File: src/rtl/coherent_bus_ctrl.sv
// rtl/coherent_bus_ctrl.sv - two-core coherent memory bus controller with MSI snooping
//
// Sits between two dcache/icache pairs and a single-ported RAM. Arbitrates
// requests (dcache over icache, round-robin between cores), snoops the other
// dcache on coherent reads/upgrades, and writes a dirty snooped block back to
// RAM before serving the requester's read from RAM.
//
// Ports:
//   CLK, nRST             clock, asynchronous active-low reset
//   iREN/iaddr            icache read request and address, per core
//   iwait/iload           icache wait (low = beat complete) and read data
//   dREN/dWEN/cctrans     dcache read, writeback, coherent transaction flag
//   daddr/dstore          dcache address and write/snoop data
//   dwait/dload           dcache wait (low = beat complete) and read data
//   ccwrite               snooped cache holds the block dirty
//   ccwait/ccinv          snoop in progress / invalidate, to the snooped cache
//   ccsnoopaddr           snoop block address
//   ramREN/ramWEN         RAM read/write strobes
//   ramaddr/ramstore      RAM address and write data
//   ramload/ram_wait      RAM read data and not-ready flag
module coherent_bus_ctrl #(
   parameter int CPUS   = 2,
   parameter int WORD_W = 32
) (
   input  logic                          CLK,
   input  logic                          nRST,
   input  logic [CPUS-1:0]               iREN,
   input  logic [CPUS-1:0][WORD_W-1:0]   iaddr,
   output logic [CPUS-1:0]               iwait,
   output logic [CPUS-1:0][WORD_W-1:0]   iload,
   input  logic [CPUS-1:0]               dREN,
   input  logic [CPUS-1:0]               dWEN,
   input  logic [CPUS-1:0]               cctrans,
   input  logic [CPUS-1:0][WORD_W-1:0]   daddr,
   input  logic [CPUS-1:0][WORD_W-1:0]   dstore,
   output logic [CPUS-1:0]               dwait,
   output logic [CPUS-1:0][WORD_W-1:0]   dload,
   input  logic [CPUS-1:0]               ccwrite,
   output logic [CPUS-1:0]               ccwait,
   output logic [CPUS-1:0]               ccinv,
   output logic [CPUS-1:0][WORD_W-1:0]   ccsnoopaddr,
   output logic                          ramREN,
   output logic                          ramWEN,
   output logic [WORD_W-1:0]             ramaddr,
   output logic [WORD_W-1:0]             ramstore,
   input  logic [WORD_W-1:0]             ramload,
   input  logic                          ram_wait
);

   typedef enum logic [2:0] {
      IDLE, WB, SNOOP, SNRESP, C2C0, C2C1, RAMRD, IFETCH
   } state_t;

   state_t state_q, state_d;
   logic   rr_q, rr_d;
   logic   req_q, req_d;
   logic   excl_q, excl_d;
   logic   upg_q, upg_d;

   logic              snp;
   logic              win;
   logic [CPUS-1:0]   dreq;
   logic [WORD_W-1:0] base;

   always_ff @(posedge CLK or negedge nRST) begin
      if (!nRST) begin
         state_q <= IDLE;
         rr_q    <= 1'b0;
         req_q   <= 1'b0;
         excl_q  <= 1'b0;
         upg_q   <= 1'b0;
      end else begin
         state_q <= state_d;
         rr_q    <= rr_d;
         req_q   <= req_d;
         excl_q  <= excl_d;
         upg_q   <= upg_d;
      end
   end

   always_comb begin
      state_d     = state_q;
      rr_d        = rr_q;
      req_d       = req_q;
      excl_d      = excl_q;
      upg_d       = upg_q;
      win         = rr_q;
      iwait       = '1;
      dwait       = '1;
      ccwait      = '0;
      ccinv       = '0;
      ccsnoopaddr = '0;
      ramREN      = 1'b0;
      ramWEN      = 1'b0;
      ramaddr     = '0;
      ramstore    = '0;
      iload       = {CPUS{ramload}};
      dload       = {CPUS{ramload}};

      snp  = ~req_q;
      dreq = dREN | dWEN | cctrans;
      // Snoops and cache-to-RAM flushes work on whole two-word blocks.
      base = {daddr[req_q][WORD_W-1:3], 3'b000};

      case (state_q)
         IDLE: begin
            if (|dreq) begin
               win    = dreq[rr_q] ? rr_q : ~rr_q;
               req_d  = win;
               excl_d = cctrans[win];
               upg_d  = cctrans[win] & ~dREN[win] & ~dWEN[win];
               state_d = (dWEN[win] && !cctrans[win]) ? WB : SNOOP;
            end else if (|iREN) begin
               win     = iREN[rr_q] ? rr_q : ~rr_q;
               req_d   = win;
               state_d = IFETCH;
            end
         end
         WB: begin
            if (dWEN[req_q]) begin
               ramWEN       = 1'b1;
               ramaddr      = daddr[req_q];
               ramstore     = dstore[req_q];
               dwait[req_q] = ram_wait;
            end else begin
               state_d = IDLE;
            end
         end
         SNOOP, SNRESP: begin
            ccwait[snp]      = 1'b1;
            ccinv[snp]       = excl_q;
            ccsnoopaddr[snp] = base;
            if (state_q == SNOOP) begin
               state_d = SNRESP;
            end else if (upg_q) begin
               // An upgrade only needs the invalidate; no data moves.
               dwait[req_q] = 1'b0;
               state_d      = IDLE;
            end else if (ccwrite[snp]) begin
               state_d = C2C0;
            end else begin
               state_d = RAMRD;
            end
         end
         C2C0, C2C1: begin
            ccwait[snp]  = 1'b1;
            ramWEN       = 1'b1;
            ramaddr      = (state_q == C2C0) ? base : base + WORD_W'(4);
            ramstore     = dstore[snp];
            dwait[snp]   = ram_wait;
            if (!ram_wait) begin
               state_d = (state_q == C2C0) ? C2C1 : RAMRD;
            end
         end
         RAMRD: begin
            if (dREN[req_q]) begin
               ramREN       = 1'b1;
               ramaddr      = daddr[req_q];
               dwait[req_q] = ram_wait;
            end else begin
               state_d = IDLE;
            end
         end
         IFETCH: begin
            ramREN       = 1'b1;
            ramaddr      = iaddr[req_q];
            iwait[req_q] = ram_wait;
            if (!ram_wait) begin
               state_d = IDLE;
            end
         end
         default: state_d = IDLE;
      endcase

      // Hand priority to the other core once the current transaction ends.
      if (state_q != IDLE && state_d == IDLE) begin
         rr_d = ~req_q;
      end
   end

endmodule

File: config.mk
export PLATFORM = sky130hd
export DESIGN_NAME = coherent_bus_ctrl
export DESIGN_NICKNAME = d
export VERILOG_FILES = /design/src/rtl/coherent_bus_ctrl.sv
export SDC_FILE = /design/constraint.sdc
export NUM_CORES = 1
export LEC_CHECK = 0
export BUFFER_PORTS_ARGS = -buffer_cell sky130_fd_sc_hd__buf_2
export CAP_MARGIN = 25
export CORE_AREA = 2 2 196 198
export DETAILED_ROUTE_END_ITERATION = 10
export DIE_AREA = 0 0 198 200
export GPL_TIMING_DRIVEN = 0
export PLACE_DENSITY_LB_ADDON = 0.2
export SYNTH_ARGS = -nofsm -noshare
export SYNTH_HDL_FRONTEND = slang
export SYNTH_SLANG_ARGS = --single-unit
File: constraint.sdc
create_clock -name CLK -period 2 [get_ports CLK]
set_input_delay 0.4 -clock CLK [delete_from_list [all_inputs] [get_ports CLK]]
set_output_delay 0.4 -clock CLK [all_outputs]
set_load 0.05 [all_outputs]
Word level (Yosys, flattened, before mapping)
Cells that the tools add are included.
{ "classes": {"div": 0, "shifts": 0, "n_lt_le_gt_ge": 6, "n_addsub": 1, "eq_ne": 7, "n_mux": 65, "reduce_logical": 16, "bitwise_logic": 14, "mul": 0} }
{ "op_table": {"columns": ["operator", "n"], "rows": [
  ["32-bit two-way mux", 13],
  ["32-bit one-hot mux with 4 select lines", 1],
  ["64-bit AND", 1],
  ["64-bit two-way mux", 1],
  ["32-bit one-hot mux with 2 select lines", 1],
  ["32-bit by 3-bit adder with 32-bit output, second input constant", 1],
  ["32-bit demux with 1-bit select", 1],
  ["1-bit two-way mux", 24],
  ["3-bit two-way mux", 8],
  ["2-bit two-way mux", 10],
  ["3-bit one-hot mux with 6 select lines", 1],
  ["3-bit equality test, second input constant", 4],
  ["1-bit by 2-bit < comparator with 1-bit output, second input constant", 4],
  ["2-bit OR", 4],
  ["2-bit one-hot mux with 4 select lines", 1],
  ["2-bit OR reduction", 4],
  ["3-bit by 2-bit equality test with 1-bit output, second input constant", 2],
  ["3-bit zero test", 2],
  ["1-bit logical AND", 4],
  ["1-bit inverter", 4],
  ["2-bit inverter", 2],
  ["1-bit one-hot mux with 2 select lines", 2],
  ["2-bit AND reduction", 2],
  ["4-bit OR reduction", 1],
  ["other kinds (8)", 11]
]} }
{ "word_totals": {"latchBits": 0, "regBits": 7, "mem_count": 0, "out_inout_bits": 266, "rom_bits": 0, "in_bits": 237, "ram_bits": 0, "wordCells": 114} }

Logic depth before layout (Yosys ltp)
Gate-level depths: netlist of the first run.
{ "depth": {"ltp_word": 14, "ltp_mapped": 10, "ltp_nobuf": 8} }

Worst setup path before layout of the first run
No wires, ideal clock.
{ "synth_path": {"path_type": "register -> output", "from": "register state_q[1]", "to": "output port ramstore[10]", "t_arrival_ns": 2.385, "required_time_ns": 1.600, "slack_ns": -0.785, "n_path_buf": 3, "stages_incl_launch_ff": 8, "cell_sequence": "dfrtp_1 clkbuf_1 inv_1 ha_1 clkbuf_1 clkbuf_1 a22oi_1 a21oi_1"} }
{ "synth_via": {"elab_chain_len": 3, "elab_cells_between_ends": 5, "cone_classes": "eq/ne (3); mux (1); reduce/logical (1)"} }
{ "synth_lines": {"columns": ["element", "line_no", "source"], "rows": [
  ["start: declaration", "54", "state_t state_q, state_d;"],
  ["start signal: assignment", "73", "state_q <= state_d;"],
  ["3-bit equality test", "105", "case (state_q)"],
  ["2-bit OR reduction", "105", null],
  ["32-bit one-hot mux with 2 select lines (*)", "105", null],
  ["end: declaration", "45", "output logic [WORD_W-1:0] ramstore,"]
]} }
Mark *: on every way between the ends. The rest lies on a longest branch, timed or not.

Worst setup path in the final report of the first run
{ "layout_path": {"from": "register state_q[1]", "to": "output port ramaddr[26]"} }
{ "layout_via": {"elab_chain_len": 3, "elab_cells_between_ends": 8, "cone_classes": "eq/ne (5); mux (2); reduce/logical (1)"} }
{ "layout_lines": {"columns": ["element", "line_no", "source"], "rows": [
  ["3-bit equality test, on equally long branches", "105, 148", null],
  ["32-bit two-way mux / 2-bit OR reduction (equally long branches)", "148, 105", null],
  ["32-bit one-hot mux with 4 select lines (*)", "105", null],
  ["end: declaration", "44", "output logic [WORD_W-1:0] ramaddr,"]
]} }
Marked as above.

==> results.cfg, run 1 <==
[sta]
finalHoldViolations = 0
fin_skew_ns = 0.00134
setup-tns-final_ns = -54.78
slew_violations = 0
period_needed_ns = 2.59
setup_viol = 131
period_share_pct = 129
worst_slew_pin_slew_ns = 0.629
worst_slack_ns = -0.586
slew_headroom_pct = 58.1
grt_setup_unrepaired = yes
timing.fmax_mhz = 387

[setup_path]
reg2reg_slack_ns = -0.23
r2r.worst_path.cells = 7
crit_type = register to output port
start_kind = register
cpMaxStageDelayCell = or3b_4
required_ns = 1.60
worstPathMaxFanout = 6
crit_buf_inv = 3
cp-end-kind = output port
timing.rr.start = state_q[1]
critPathTopFamily = simple AND/OR/NAND/NOR gates
cpPeakStageDelay_ns = 0.44
reg2reg_to = rr_q
critPathArrivalTime_ns = 2.19
path_cells = or3b_4 -> nor2_4 -> a21oi_4 -> and2_4 -> buf_12 -> buf_8 -> o22a_1 -> nor2_4 -> buf_8

[detailed_routing]
wl_met2_um = 16300
ant_nets = 0
drc = 0
dr.pass1.iters = 4
top_layer = met4
via_count = 6451
vias_per_cell = 3.95
wl_met1_um = 12500
drtIter0Drc = 228
drt_wl_total_um = 30600
dr_wl_met3_um = 1430
wl_per_cell_um = 18.8

[synthesis]
synth_compound_area_share_pct = 29.1
yosysSeqAreaShare_pct = 4.19
synthMuxAreaShare_pct = 16.6
synth_edf_count = 0
ys_types = 45
synth_top_family_by_area = buffers and inverters
yosys-top-cells-area = buf_4, mux2i_1, a221oi_1, o22a_1, a22oi_1
synthDominantCellAreaShare_pct = 24.0
avgSynthCellArea_um2 = 7.15
yosys_warnings = 0
synth_xor_area_share_pct = 0
ys_async_sr_fraction_pct = 100
ys_ff_latch = 7
synthSimpleGateAreaFrac_pct = 19.0
netlist_instances = 585
synth.largest_area_cell = buf_4
synthAdderAreaFrac_pct = 1.20
synth_flop_cell = dfrtp_1
mappedNetlistArea_um2 = 4180

[power]
leakage_nw = 5.27
ir_drop_mv = 0.424
pwr_density_cell_nw_per_um2 = 1530
total_power_mw = 17.5

[place]
gp_congestion = 0.770
place_area_um2 = 8030
pre_cts_ws_ns = -1.21
dp_hpwl_um = 23700
io_buffers = 464

[status]
violations = negative setup slack
status = complete, but fails checks

[clocking]
clk_pin_slew_worst_paths_ns = 0.04
root_buffer = clkbuf_16
cts.hold.buffers_added = 0
clk_latency_ns = 0.23
clockBufferDepth = 2
cts_buffers = 3
cts_tree = built
cts_sinks = 7
h-tree-depth = 1

[global_routing]
grt_pass1_wl_um = 39900
grt_usage_pct = 13.5
grt_max_degree = 11
grt_pass1_vias = 6276
antenna_found_initial = 2
grt-ovfl-total = 0

[final_layout]
fin_nets = 1360
drive_gt1_share_pct = 82.6
stdcell_area_um2 = 11400
area_delta_synth_final_pct = 173

[die]
start_util_pct = 11.2
fp-row-count = 71
pin_count = 503
fp.dieH_um = 200
die_w_um = 198
core-area_um2 = 37400
design.die.area_um2 = 39600

[flow_run]
drv_cap = 0

[min_path]
hold_path_class = input pin to asynchronous set/reset pin
## routing by layer
layer | GRT usage (%) | vias up
met5 | 0 | -
met4 | 2.03 | 0
met3 | 1.14 | 23
met2 | 25.9 | 263
met1 | 16.6 | 3064
li1 | - | 3101
## worst max path at each step
stage,start,cells after the start,to
global route,state_q[1],9,ramaddr[26]
global placement,req_q,7,dwait[0]
floorplan,state_q[1],9,ramaddr[5]
finish,state_q[1],9,ramaddr[26]
detailed placement,req_q,7,dwait[0]
CTS,state_q[2],10,ramaddr[26]
## flip-flops by register name, indices dropped and copies added (netlist names)
register / count
upg_q: 1
rr_q: 1
state_q: 3
req_q: 1
excl_q: 1
## metrics by stage
step                      instances  util [%]  hold slack [ns]
after global routing           1631      30.5           0.0141
after CTS                      1607      27.6          0.00922
after global placement         1565      21.5            0.255
after detailed placement       1565      21.5            0.253
after floorplan                 590         -            0.104
final                          1634      30.5          0.00232
## report_power, final
group          internal, mW  switching [mW]  total [mW]
Combinational          7.38            9.43        16.8
Clock                 0.266          0.0819       0.348
Sequential            0.217          0.0739       0.291
Total                  7.86            9.59        17.5
## cell usage in the layout, fill, tap and decap left out, drive strengths merged, types with 5 or more instances in the layout
cell    synthesis  layout
mux2i          67      67
buf           150     679
conb            1       6
clkbuf         37      33
dfrtp           7       7
and3           32      32
nand2          12      12
diode           0       5
and2           33      33
a21oi          42      42
o21ai          12      12
nor2b           7       7
nor2           43      43
nor3            5       5
a22oi          33      33
a221oi         31      31
o22a           31      31
## final cells by class
class | count | area (µm²)
clock buffer | 4 | 78.8
fill | 3944 | 26000
sequential | 7 | 176
tap | 511 | 639
inverter | 5 | 46.3
timing repair buffer | 528 | 4370
multi-input combinational | 391 | 4400
buffer | 183 | 1690
antenna | 5 | 12.5
## cell usage after synthesis (2+ instances only)
cell      count
a21oi_1      42
a221oi_1     31
a22oi_1      33
and2_1       32
and3_1       32
buf_1         3
buf_2        11
buf_4       134
buf_6         2
clkbuf_1     37
dfrtp_1       7
ha_1          4
inv_1         5
mux2_2        2
mux2i_1      67
nand2_1      12
nand2b_1      2
nand3_1       4
nor2_1       43
nor2b_1       7
nor3_1        5
nor3b_1       3
o21a_1        2
o21ai_0      12
o22a_1       31
o31ai_1       3
## kinds of logic (layout without fill, tap and decap cells)
kind of cell | Yosys count | count (layout)
adder cells (fa/ha/maj) | 4 | 4
buffers and inverters | 192 | 720
AND/OR/NAND/NOR | 146 | 146
flip-flops | 7 | 7
other | 1 | 11
multiplexers | 69 | 69
AO/OA/AOI/OAI | 166 | 166
## timing repair
item,CTS,global route
gates cloned,7,7
setup endpoints to repair,136,134
gates resized for setup,472,179
buffers inserted,32,20
pin swaps,32,48
Power figures use the tool's default switching activity.
==> inputs of run 2 (changes only) <==
ABC_AREA = 1   (was unset)
CORE_AREA = 2 2 197 199   (was 2 2 196 198)
DIE_AREA = 0 0 199 201   (was 0 0 198 200)
==> run 2 against run 1 <==
Net effect:
- the run ends with negative hold slack, negative setup slack left
- power fell by 11%
- synthesized cell count rose by 50%
- cell count rose by 17%
- first-iteration DRC count rose by 30%
- worst hold slack got worse by 0.0042 ns
- clock-buffer cell count did not move
- combinational power fell by 12%
==> results.cfg, run 2 <==
[final_layout]
largest_register_ffs = 3
area_delta_synth_final_pct = 147
stdcell_area_um2 = 10800
fin_nets = 1625
final_cell_mix = buf_2, nand2_1, buf_4, buf_6, nor2_4
final_util_pct = 28.5
drive_gt1_share_pct = 66.5
final_common_cell = buf_2
top_register = state_q

[synthesis]
synth.most_common_cell = nand2_1
synth_compound_area_share_pct = 21.4
synth_common_cells = nand2_1, buf_4, nor2_1, o21ai_0, a21oi_1
yosys-top-cells-area = nand2_1, buf_4, o21ai_0, nor2_1, a21oi_1
netlist_instances = 875
synth_edf_count = 0
synth_xor_area_share_pct = 0
synthSimpleGateAreaFrac_pct = 39.7
yosysSeqAreaShare_pct = 3.99
synth_flop_cell = dfrtp_1
synthDominantCellAreaShare_pct = 23.7
synthMuxAreaShare_pct = 0
ys_async_sr_fraction_pct = 100
synth_top_family_by_area = simple AND/OR/NAND/NOR gates
ys_ff_latch = 7
synthAdderAreaFrac_pct = 1.14
mappedNetlistArea_um2 = 4390
avgSynthCellArea_um2 = 5.02
yosys_warnings = 0
synth.largest_area_cell = nand2_1
ys_types = 31

[sta]
grt_setup_unrepaired = yes
setup-tns-final_ns = -28.23
period_needed_ns = 2.33
slew_violations = 0
fin_worst_hold_slack_ns = -0.00187
timing.fmax_mhz = 429
setup_viol = 129
finalHoldViolations = 4
fin_skew_ns = 0.00154
worst_slack_ns = -0.329
period_share_pct = 116

[global_routing]
antenna_found_initial = 3
grt_max_degree = 11
gr-usage-met1_pct = 17.4
grt_pass1_wl_um = 42700
gr-usage-met2_pct = 26.3
grt_usage_pct = 14.0
met3_usage_pct = 1.28
grt-ovfl-total = 0
grt_busiest_layer = met2
grt_pass1_vias = 7051

[setup_path]
timing.rr.start = state_q[2]
required_ns = 1.60
r2r.worst_path.cells = 14
critPathArrivalTime_ns = 1.93
cpMaxStageDelayCell = dfrtp_2
cpPeakStageDelay_ns = 0.47
worstPathMaxFanout = 10
cp-end-kind = output port
crit_type = register to output port
critPathTopFamily = buffers and inverters
crit_buf_inv = 4
reg2reg_slack_ns = 0.07
start_kind = register
path_cells = buf_8 -> buf_8 -> buf_6 -> nand2_1 -> o21ai_0 -> a21oi_4 -> nor2_4 -> buf_6
reg2reg_to = rr_q

[place]
dp_hpwl_um = 24700
io_buffers = 464
place_area_um2 = 8220
gp_congestion = 0.842

[clocking]
cts_buffers = 3
root_buffer = clkbuf_16
clk_latency_ns = 0.23
cts_tree = built
clk_pin_slew_worst_paths_ns = 0.04
clockBufferDepth = 2
cts_sinks = 7
h-tree-depth = 1
cts.hold.buffers_added = 0

[detailed_routing]
drc = 0
vias_per_cell = 3.80
via_count = 7243
wl_per_cell_um = 16.2
dr.pass1.iters = 4
ant_nets = 0
drt_wl_total_um = 30800
drtIter0Drc = 297

[die]
design.die.area_um2 = 40000
die_w_um = 199
fp.dieH_um = 201
start_util_pct = 11.5
core-area_um2 = 38100
fp-row-count = 72
pin_count = 503

[status]
violations = negative hold slack, negative setup slack
status = complete, but fails checks

[min_path]
hold_path_class = input pin to asynchronous set/reset pin

[flow_run]
drv_cap = 0

[power]
ir_drop_mv = 0.854
leakage_nw = 5.30
pwr_density_cell_nw_per_um2 = 1420
run 2: cell types whose count changed in the layout (fill, tap and decap cells not counted), sizes merged, moves of 32 or more:
cell / before / now
inv: 4 / 60
nand2: 12 / 279
a22oi: 33 / 0
and2: 33 / 0
mux2i: 67 / 0
o21ai: 12 / 101
nor2: 43 / 138
and3: 32 / 0
run 2: kinds of logic (layout without fill, tap and decap cells):
| group | Yosys count | in the layout |
|---|---|---|
| flops | 7 | 7 |
| fa+ha+maj | 4 | 4 |
| compound gates | 177 | 177 |
| simple gates | 440 | 440 |
| buf+inv | 246 | 749 |
| other cells | 1 | 9 |
run 2: worst max-delay path by stage:
stage | depth (start not counted) | startpoint | end | slack, ns
after floorplan | 5 | state_q[2] | ccsnoopaddr[12] | -0.07
final | 8 | req_q | ramaddr[9] | -0.33
after global placement | 8 | req_q | ramaddr[5] | -1.23
after detailed placement | 8 | req_q | ramaddr[5] | -1.23
after CTS | 10 | req_q | ramaddr[10] | -0.36
after global routing | 9 | req_q | ramaddr[27] | -0.38
run 2: timing repair:
item,4_1_cts,5_1_grt
endpoints found under the setup margin,134,131
resized for setup,449,169
gates cloned,8,5
buffers inserted,16,7
endpoints found under the hold margin,0,0
pin swaps,32,40
run 2: worst register-to-register path, cell delays in order, from the launching register on:
cell,delay (ns)
dfrtp_2,0.47
buf_4,0.17
inv_2,0.07
ha_4,0.18
inv_8,0.05
nor2_1,0.22
nand3_1,0.12
nand2_1,0.08
inv_1,0.04
nand3_1,0.07
nand2_1,0.06
nand2_1,0.11
nor2_2,0.05
nand3_1,0.06
nand2_1,0.05
run 2: final cells by class:
cell class                      instances  area, µm²
Inverter                               60        243
Clock buffer                            4       78.8
Timing Repair Buffer                  500       3730
Antenna cell                            3       7.51
Multi-Input combinational cell        627       4230
Tap cell                              518        648
Fill cell                            4241      27300
Buffer                                185       1730
Sequential cell                         7        179
run 2: per-stage QoR:
stage / setup WS [ns] / power [mW] / cells / hold WS, ns
detailed placement: -1.23 / 10.8 / 1862 / 0.249
global placement: -1.23 / 10.8 / 1862 / 0.254
CTS: -0.359 / 14.4 / 1889 / 0.00407
finish: -0.329 / 15.4 / 1904 / -0.00187
floorplan: -0.0683 / 8.00 / 880 / 0.104
global route: -0.383 / 16.3 / 1904 / 0.00712
run 2: power by group:
group | total, mW | internal, mW | switching [mW] | leakage, nW
combinational | 14.8 | 5.65 | 9.13 | 5.17
clock | 0.344 | 0.265 | 0.0788 | 0.0382
sequential | 0.319 | 0.220 | 0.0991 | 0.0837
run 2: layer usage:
metal | share of wire, % | up-vias | wire length, µm
li1 | - | 3634 | -
met1 | 42 | 3324 | 12900
met3 | 5.1 | 18 | 1560
met5 | 0 | - | 0
met2 | 52 | 267 | 16000
met4 | 1.1 | 0 | 344
==> inputs of run 3 (changes only) <==
CELL_PAD_IN_SITES_DETAIL_PLACEMENT = 0   (was unset)
CELL_PAD_IN_SITES_GLOBAL_PLACEMENT = 1   (was unset)
CORE_AREA = 2 2 196 198   (was 2 2 197 199)
DIE_AREA = 0 0 198 200   (was 0 0 199 201)
==> run 3 against run 2 <==
Net effect:
- the run ends with negative setup slack left
- global-route usage is 0.55 points higher
- cell count is 0.16% lower
- sequential share of layout area hardly changed
- critical path depth fell by 1
- clock power increased by 2%
- utilization up 1.2 points
- die area fell by 1.0%
- non-clock buffer count grew 6
- first-iteration DRC count down 36%
- final area grew 2.3%
- sequential power about the same
==> results.cfg, run 3 (synthesis gave the netlist of run 2 again) <==
[status]
status = complete, but fails checks
violations = negative setup slack

[die]
fp.dieH_um = 200
die_w_um = 198
start_util_pct = 11.7
core-area_um2 = 37400
fp-row-count = 71
design.die.area_um2 = 39600
pin_count = 503

[place]
gp_congestion = 0.822
dpl.cell_count = 1856
dp_hpwl_um = 26000
pre_cts_ws_ns = -0.978
place_area_um2 = 8220
io_buffers = 464

[clocking]
h-tree-depth = 1
cts_tree = built
clk_latency_ns = 0.23
clk_pin_slew_worst_paths_ns = 0.04
cts.hold.buffers_added = 0
root_buffer = clkbuf_16
clockBufferDepth = 2
cts_sinks = 7
cts_buffers = 3

[setup_path]
path_cells = nor3_4 -> buf_6 -> nor3_4 -> buf_12 -> clkbuf_16 -> a31oi_4 -> buf_6
crit_buf_inv = 4
required_ns = 1.60
reg2reg_slack_ns = 0.25
cpPeakStageDelay_ns = 0.46
cpMaxStageDelayCell = dfrtp_2
crit_type = register to output port
critPathArrivalTime_ns = 1.94
cp-end-kind = output port
reg2reg_to = rr_q
worstPathMaxFanout = 6
timing.rr.start = state_q[2]
start_kind = register
critPathTopFamily = buffers and inverters
cp-startpoint = state_q[2]
r2r.worst_path.cells = 10

[global_routing]
grt_pass1_vias = 6883
grt-ovfl-total = 0
grt_usage_pct = 14.5
antenna_found_initial = 5
grt_pass1_wl_um = 43500
grt_max_degree = 11

[power]
ir_drop_mv = 1.12
leakage_nw = 5.59
pwr_density_cell_nw_per_um2 = 1400

[sta]
period_share_pct = 117
setup_viol = 111
finalHoldViolations = 0
worst_slack_ns = -0.340
slew_violations = 0
fin_skew_ns = 0.00144
period_needed_ns = 2.34
grt_setup_unrepaired = yes
timing.fmax_mhz = 427

[final_layout]
final_cell_mix = buf_2, nand2_1, buf_4, buf_6, nor2_4
final_common_cell = buf_2
top_register = state_q
fin_nets = 1631
final_util_pct = 29.7
finalNonFillerCells = 1901
area_delta_synth_final_pct = 153
drive_gt1_share_pct = 68.8
stdcell_area_um2 = 11100
largest_register_ffs = 3

[detailed_routing]
dr_wl_met3_um = 1700
drc = 0
dr.pass1.iters = 4
drt_wl_total_um = 32300
via_count = 7301
vias_per_cell = 3.84
ant_nets = 0
wl_per_cell_um = 17.0
drtIter0Drc = 191
wl_met2_um = 17000
wl_met1_um = 13300
top_layer = met5

[min_path]
hold_path_class = input pin to asynchronous set/reset pin

[flow_run]
drv_cap = 0
==> run 3: cell count changes in the layout (fill, tap and decap cells not counted), sizes merged <==
cell and change:
buf +10, inv -1, diode -2, bufbuf -2, clkinv +1, clkbuf -2
==> run 3: how the worst max path moves through the flow <==
| stage | endpoint | cells past startpoint | slack (ns) |
|---|---|---|---|
| after floorplan | ccsnoopaddr[12] | 5 | -0.07 |
| after global placement | ccsnoopaddr[31] | 7 | -1.12 |
| after detailed placement | ramaddr[0] | 8 | -0.98 |
| after CTS | ramaddr[8] | 10 | -0.35 |
| after global routing | ramaddr[22] | 7 | -0.39 |
| final | ramaddr[2] | 7 | -0.34 |
==> run 3: per-layer routing <==
layer,up-vias,global-route usage (%)
li1,3645,-
met5,-,0
met1,3370,17.8
met2,259,28.0
met3,19,1.85
met4,8,1.20
==> run 3: area by class of cell <==
type | instances | area [µm²]
sequential | 7 | 179
inverter | 60 | 274
fill | 4160 | 26300
clock buffer | 4 | 78.8
timing repair buffer | 506 | 3820
multi-input combinational | 627 | 4370
antenna | 1 | 2.50
buffer | 185 | 1730
tap | 511 | 639
==> run 3: where the power goes <==
group	switching [mW]	internal, mW	leakage (nW)	total [mW]
combinational	9.31	5.60	5.47	14.9
sequential	0.0991	0.220	0.0837	0.319
clock	0.0844	0.266	0.0382	0.350
total	9.49	6.09	5.59	15.6
==> run 3: timing repair <==
item                       4_1_cts  5_1_grt
cloned                           6        6
gates resized for setup        454      255
pin swaps                       27       15
hold endpoints to repair         0        0
buffers inserted                20       10
setup endpoints to repair      134      131
==> run 3: stage by stage <==
step | hold slack (ns) | total power, mW | setup TNS [ns]
floorplan | 0.104 | 8.00 | -2.65
global placement | 0.254 | 10.9 | -96.21
detailed placement | 0.255 | 10.9 | -93.85
CTS | 0.00920 | 14.1 | -32.41
global route | 0.0146 | 16.5 | -29.16
finish | 0.00497 | 15.6 | -23.00
